`config.mk`:
```
export PLATFORM = sky130hd
export DESIGN_NAME = conv_tile_ctrl
export DESIGN_NICKNAME = d
export VERILOG_FILES = /design/src/rtl/conv_tile_ctrl.sv
export SDC_FILE = /design/constraint.sdc
export NUM_CORES = 2
export LEC_CHECK = 0
export ABC_AREA = 0
export BUFFER_PORTS_ARGS = -buffer_cell sky130_fd_sc_hd__buf_2
export CAP_MARGIN = 20
export CORE_UTILIZATION = 35
export DETAILED_ROUTE_END_ITERATION = 10
export SYNTH_ARGS = -nofsm -noshare
export SYNTH_HDL_FRONTEND = slang
export SYNTH_SLANG_ARGS = --single-unit
```
`constraint.sdc`:
```
create_clock -name clk -period 11.9 [get_ports clk]
set_input_delay 2.38 -clock clk [delete_from_list [all_inputs] [get_ports clk]]
set_output_delay 2.38 -clock clk [all_outputs]
set_load 0.1 [all_outputs]
```
`src/rtl/conv_tile_ctrl.sv`:
```
// conv_tile_ctrl: sequences one 3x3 convolution over a 6x6 input tile into a
// 4x4 result buffer, then streams the 2x2 max-pooled, ReLU-clamped results.
`timescale 1ns/1ps
module conv_tile_ctrl #(
  parameter int K   = 3,
  parameter int OUT = 4,
  parameter int IN  = 6
) (
  input  logic                clk,
  input  logic                rst_n,
  input  logic                start,
  output logic                busy,
  output logic                done,
  output logic                ifm_rd,
  output logic [5:0]          ifm_addr,
  input  logic signed [31:0]  ifm_rdata,
  output logic [3:0]          wt_addr,
  input  logic signed [31:0]  wt_rdata,
  output logic                out_valid,
  input  logic                out_ready,
  output logic signed [31:0]  out_data,
  output logic [1:0]          out_idx
);

  localparam int DATA_W = 32;
  localparam int POOL_N = (OUT / 2) * (OUT / 2);

  typedef enum logic [1:0] {
    IDLE   = 2'd0,
    RUN    = 2'd1,
    DRAIN  = 2'd2,
    OUTPUT = 2'd3
  } state_t;

  // Two's-complement multiply-accumulate; the low DATA_W bits are kept.
  function automatic logic signed [DATA_W-1:0] mac(
    input logic signed [DATA_W-1:0] acc,
    input logic signed [DATA_W-1:0] a,
    input logic signed [DATA_W-1:0] b,
    input logic                     load
  );
    logic signed [DATA_W-1:0] p;
    p = a * b;
    return load ? p : acc + p;
  endfunction

  // Signed maximum of two values.
  function automatic logic signed [DATA_W-1:0] smax(
    input logic signed [DATA_W-1:0] a,
    input logic signed [DATA_W-1:0] b
  );
    return (a > b) ? a : b;
  endfunction

  // Clamp negative values to zero.
  function automatic logic signed [DATA_W-1:0] relu(
    input logic signed [DATA_W-1:0] a
  );
    return a[DATA_W-1] ? '0 : a;
  endfunction

  state_t state_q, state_d;

  // Read-side loop counters: output pixel (r,c) and kernel tap (ky,kx).
  logic [1:0] r_q, r_d;
  logic [1:0] c_q, c_d;
  logic [1:0] ky_q, ky_d;
  logic [1:0] kx_q, kx_d;

  logic [1:0] idx_q, idx_d;
  logic       done_q, done_d;

  logic       last_tap;
  logic       last_read;
  logic       xfer;
  logic [5:0] row_w;
  logic [5:0] col_w;
  logic [5:0] rd_addr;
  logic [3:0] rd_tap;

  // Return-side stage: tags travelling with the read issued one cycle ago.
  logic       vld_p0_q;
  logic       first_p0_q;
  logic       last_p0_q;
  logic [3:0] pix_p0_q;

  logic signed [DATA_W-1:0] acc_q, acc_d;
  logic signed [DATA_W-1:0] sum_p0;
  logic signed [DATA_W-1:0] tile_q [OUT*OUT];
  logic signed [DATA_W-1:0] pool_max;

  assign last_tap  = (kx_q == 2'(K - 1)) && (ky_q == 2'(K - 1));
  assign last_read = last_tap && (c_q == 2'(OUT - 1)) && (r_q == 2'(OUT - 1));
  assign xfer      = (state_q == OUTPUT) && out_ready;

  assign row_w   = {4'd0, r_q} + {4'd0, ky_q};
  assign col_w   = {4'd0, c_q} + {4'd0, kx_q};
  assign rd_addr = row_w * 6'(IN) + col_w;
  assign rd_tap  = {2'd0, ky_q} * 4'(K) + {2'd0, kx_q};

  // State register with asynchronous reset to IDLE.
  always_ff @(posedge clk or negedge rst_n) begin
    if (!rst_n) begin
      state_q <= IDLE;
    end else begin
      state_q <= state_d;
    end
  end

  // Next-state decode: 144 reads, one drain cycle, then four pooled results.
  always_comb begin
    state_d = state_q;
    unique case (state_q)
      IDLE:    if (start) state_d = RUN;
      RUN:     if (last_read) state_d = DRAIN;
      DRAIN:   state_d = OUTPUT;
      OUTPUT:  if (out_ready && (idx_q == 2'(POOL_N - 1))) state_d = IDLE;
      default: state_d = IDLE;
    endcase
  end

  // Nested read counters: kx innermost, then ky, then c, then r.
  always_comb begin
    r_d  = r_q;
    c_d  = c_q;
    ky_d = ky_q;
    kx_d = kx_q;
    if ((state_q == IDLE) && start) begin
      r_d  = 2'd0;
      c_d  = 2'd0;
      ky_d = 2'd0;
      kx_d = 2'd0;
    end else if (state_q == RUN) begin
      if (kx_q == 2'(K - 1)) begin
        kx_d = 2'd0;
        if (ky_q == 2'(K - 1)) begin
          ky_d = 2'd0;
          if (c_q == 2'(OUT - 1)) begin
            c_d = 2'd0;
            r_d = (r_q == 2'(OUT - 1)) ? 2'd0 : r_q + 2'd1;
          end else begin
            c_d = c_q + 2'd1;
          end
        end else begin
          ky_d = ky_q + 2'd1;
        end
      end else begin
        kx_d = kx_q + 2'd1;
      end
    end
  end

  // Pooled-result index and the done pulse that follows the final transfer.
  always_comb begin
    idx_d  = idx_q;
    done_d = 1'b0;
    if ((state_q == IDLE) && start) begin
      idx_d = 2'd0;
    end else if (xfer) begin
      idx_d  = idx_q + 2'd1;
      done_d = (idx_q == 2'(POOL_N - 1));
    end
  end

  // Control counters and the done flag.
  always_ff @(posedge clk or negedge rst_n) begin
    if (!rst_n) begin
      r_q    <= 2'd0;
      c_q    <= 2'd0;
      ky_q   <= 2'd0;
      kx_q   <= 2'd0;
      idx_q  <= 2'd0;
      done_q <= 1'b0;
    end else begin
      r_q    <= r_d;
      c_q    <= c_d;
      ky_q   <= ky_d;
      kx_q   <= kx_d;
      idx_q  <= idx_d;
      done_q <= done_d;
    end
  end

  // ---- stage p0: SRAM data returns one cycle after the read strobe ----
  // Tag each read so the returning data knows its tap and destination pixel.
  always_ff @(posedge clk or negedge rst_n) begin
    if (!rst_n) begin
      vld_p0_q   <= 1'b0;
      first_p0_q <= 1'b0;
      last_p0_q  <= 1'b0;
      pix_p0_q   <= 4'd0;
    end else begin
      vld_p0_q   <= (state_q == RUN);
      first_p0_q <= (kx_q == 2'd0) && (ky_q == 2'd0);
      last_p0_q  <= last_tap;
      pix_p0_q   <= {r_q, c_q};
    end
  end

  // Tap 0 loads the product directly, so no clear cycle is needed per pixel.
  assign sum_p0 = mac(acc_q, ifm_rdata, wt_rdata, first_p0_q);
  assign acc_d  = vld_p0_q ? sum_p0 : acc_q;

  // Accumulator register.
  always_ff @(posedge clk or negedge rst_n) begin
    if (!rst_n) begin
      acc_q <= '0;
    end else begin
      acc_q <= acc_d;
    end
  end

  // ---- stage p1: completed pixel sums land in the tile buffer ----
  // Every entry is rewritten each tile before OUTPUT reads it, so no reset.
  always_ff @(posedge clk) begin
    if (vld_p0_q && last_p0_q) begin
      tile_q[pix_p0_q] <= sum_p0;
    end
  end

  // 2x2 block for index {pr,pc}: buffer rows {pr,dr}, columns {pc,dc}.
  assign pool_max = smax(smax(tile_q[{idx_q[1], 1'b0, idx_q[0], 1'b0}],
                              tile_q[{idx_q[1], 1'b0, idx_q[0], 1'b1}]),
                         smax(tile_q[{idx_q[1], 1'b1, idx_q[0], 1'b0}],
                              tile_q[{idx_q[1], 1'b1, idx_q[0], 1'b1}]));

  // Output decode: strobes and data are forced to zero outside their states.
  always_comb begin
    busy      = (state_q != IDLE);
    done      = done_q;
    ifm_rd    = 1'b0;
    ifm_addr  = 6'd0;
    wt_addr   = 4'd0;
    out_valid = 1'b0;
    out_data  = '0;
    out_idx   = 2'd0;
    if (state_q == RUN) begin
      ifm_rd   = 1'b1;
      ifm_addr = rd_addr;
      wt_addr  = rd_tap;
    end
    if (state_q == OUTPUT) begin
      out_valid = 1'b1;
      out_data  = relu(pool_max);
      out_idx   = idx_q;
    end
  end

endmodule

```
==> impl_metrics.tcl <==
set metrics [dict create \
    status "finished, final reports clean" \
    grt_max_degree 53 \
    via_count_of_the_first_global_routing_pass 27100 \
    vias 26100 \
    hold_class "register to register" \
    setup_violations 0 \
    timing.setup.critical_path_class "register to output pin" \
    tritoncts "done" \
    cts.repair_timing.setup_buffer_count 0 \
    clock-skew-final_ns 0.0131 \
    floorplan.initialDensity 0.354 \
    worst_setup_sp_type "register" \
    post-route-worst-setup-slack_ns 0.604 \
    die_h_um 354 \
    clk_transition_reported_paths_ns 0.07 \
    cts_max_path_buffers 3 \
    post_drt_via_cell_ratio 5.00 \
    synth_ff_type "sky130_fd_sc_hd__edfxtp_1" \
    synth-edff-count 512 \
    endpoint_kind "output pin" \
    detail-route-antenna-nets 0 \
    fp.dieW_um 354 \
    rsz0062_at_grt "false" \
    number_of_buffers_created_by_cts 52 \
    grtUsageTotal 0.169 \
    worst_pin_slew_ns 1.08 \
    portBuffers 114 \
    critPathMaxFanout 30 \
    yosys.area.top_type "sky130_fd_sc_hd__edfxtp_1" \
    drt_first_iter_violations 1520 \
    gp_congestion 0.871 \
    drcViolationCount 0 \
    num_rows 128 \
    synthesis.area_sq_mm 0.0433 \
    final_min_period_over_clock_period 0.949 \
    hpwl_um 79100 \
    cp_data_required_time_ns 9.52 \
    filler_cell_count 11500 \
    synth_nets 4204 \
    cts_num_sinks 564 \
    ios 116 \
    maxCapViolations 0 \
    timing.final.hold_violations 0 \
    hold_buffers_post_cts 0 \
    antenna_found_initial 6 \
    yosys_warnings 0 \
    ys_seq_area_frac 0.385 \
    cp_data_arrival_time_ns 8.92 \
    ys_seq_elements 564 \
    drive_gt1_frac 0.128 \
    slew_violations 0 \
    utilization 0.392 \
    asyncSetResetFlopFracSynth 0.0922 \
    synth_unique_cells 75 \
    areaGrowthSynthToFinish_pct 10.7 \
    place_ws_ns -0.151 \
    clock_latency_ns 0.58 \
    postSynthCellCount 3421 \
    max_clock_freq_mhz 88.5 \
    final_cell_mix "522 x sky130_fd_sc_hd__inv_1, 512 x sky130_fd_sc_hd__edfxtp_1, 415 x sky130_fd_sc_hd__fa_1" \
    post_synth.cell_area_avg_sq_um 12.7 \
    cts-resized-gates 0 \
    drt-wirelength-per-cell_um 20.4 \
    post_synth_main_area_contributors "sky130_fd_sc_hd__edfxtp_1 35%, sky130_fd_sc_hd__fa_1 19%, sky130_fd_sc_hd__ha_1 8.7%, sky130_fd_sc_hd__mux4_1 5.9%, sky130_fd_sc_hd__and2_1 4.8%" \
    timing.slew.headroom 0.272 \
    mostFrequentLayoutCell "sky130_fd_sc_hd__inv_1" \
    min_period_ns 11.30 \
    synth.top_cell.area_share 0.355 \
    core_region_area_sq_mm 0.122 \
    routed_wl_um 106000 \
    drt_first_pass_iters 5 \
    floorplan.die_area_sq_mm 0.125 \
    cts_root_buf "sky130_fd_sc_hd__clkbuf_16" \
    htreeDepth 2 \
    wire_length_of_the_first_global_routing_pass_um 163000 \
    globalRouteOverflowTotal 0 \
    num-nets-final 4334 \
]
## synthesized netlist by cell type (36+ instances only)
cell / count
sky130_fd_sc_hd__inv_1: 522
sky130_fd_sc_hd__edfxtp_1: 512
sky130_fd_sc_hd__fa_1: 415
sky130_fd_sc_hd__and2_1: 334
sky130_fd_sc_hd__ha_1: 300
sky130_fd_sc_hd__nand2_1: 266
sky130_fd_sc_hd__clkbuf_1: 112
sky130_fd_sc_hd__mux4_1: 97
sky130_fd_sc_hd__xnor2_1: 85
sky130_fd_sc_hd__nor2_1: 82
sky130_fd_sc_hd__mux2_2: 70
sky130_fd_sc_hd__a21oi_1: 64
sky130_fd_sc_hd__a21o_1: 55
sky130_fd_sc_hd__dfrtp_1: 52
sky130_fd_sc_hd__o21ai_0: 50
sky130_fd_sc_hd__mux2i_1: 36
## worst paths after layout
path                           from          end  slack [ns]  cells past startpoint
max                        idx_q[0]  out_data[7]        0.60                     24
min                          c_q[1]  pix_p0_q[1]        0.43                      0
max reg2reg                acc_q[0]    acc_q[12]        8.27                     12
min reg2reg                  c_q[1]  pix_p0_q[1]        0.43                      0
max in group asynchronous     rst_n     idx_q[1]        9.38                      2
min in group asynchronous     rst_n      ky_q[0]        1.94                      2
## registers in the layout, indices dropped and copies added (netlist names)
signal,flops
acc_q,32
c_q,2
done,1
first_p0_q,1
idx_q,2
kx_q,2
ky_q,2
last_p0_q,1
pix_p0_q,4
r_q,2
state_q,2
tile_q,512
vld_p0_q,1
## cell families (layout without fill, tap and decap cells)
logic type,Yosys count,count (layout),share of synthesized area
simple gates,827,827,0.0996
fa+ha+maj,715,715,0.278
buf+inv,664,836,0.0602
flops,564,564,0.385
compound gates,300,300,0.0516
mux,235,235,0.102
xor+xnor,115,115,0.0233
other cells,1,2,0.0000866
## worst max-delay path, stage by stage, from the launching register on
cell,delay (ns)
sky130_fd_sc_hd__dfrtp_4,0.69
sky130_fd_sc_hd__buf_4,0.29
sky130_fd_sc_hd__mux4_1,0.63
sky130_fd_sc_hd__ha_1,0.32
sky130_fd_sc_hd__a21o_1,0.18
sky130_fd_sc_hd__a21o_1,0.16
sky130_fd_sc_hd__a21oi_1,0.24
sky130_fd_sc_hd__o21ai_0,0.20
sky130_fd_sc_hd__a22oi_1,0.46
sky130_fd_sc_hd__a31oi_1,0.23
sky130_fd_sc_hd__o21ai_4,0.40
sky130_fd_sc_hd__mux2i_1,0.38
sky130_fd_sc_hd__inv_1,0.08
sky130_fd_sc_hd__ha_1,0.36
sky130_fd_sc_hd__nand4_1,0.11
sky130_fd_sc_hd__or3_1,0.42
sky130_fd_sc_hd__or3_1,0.50
sky130_fd_sc_hd__or3_1,0.48
sky130_fd_sc_hd__nor2_1,0.13
sky130_fd_sc_hd__o31ai_1,0.15
sky130_fd_sc_hd__nand4_1,0.16
sky130_fd_sc_hd__mux2i_2,0.28
sky130_fd_sc_hd__and3_4,0.67
sky130_fd_sc_hd__o2bb2ai_2,0.25
sky130_fd_sc_hd__buf_2,0.49
## metrics by stage
step                      std cells  hold slack, ns  setup TNS [ns]  area (sq um)
after floorplan                3421           0.397               0         43300
after global placement         5120           0.419               0         46200
after detailed placement       5120           0.426           -2.32         46200
after CTS                      5216           0.440               0         47900
after global routing           5219           0.465               0         48000
final                          5219           0.432               0         48000
## layer usage
layer	vias to the layer above	part of all wire	track usage
met4	10	0.028	0.0474
met2	563	0.50	0.301
li1	11900	-	-
met1	13400	0.43	0.220
met3	156	0.038	0.0134
met5	-	0.00056	0
## area by class of cell
class,instances,area (sq um),area share
antenna,1,2.50,0.0000522
multi-input combinational,2193,24200,0.504
sequential,564,16700,0.348
tap,1625,2030,0.0424
clock buffer,67,1400,0.0292
timing repair buffer,217,1380,0.0288
clock inverter,29,329,0.00686
inverter,523,1960,0.0409
Power is not shown: default switching activity piles up to over one toggle a cycle in this logic, so the estimate is an artifact.
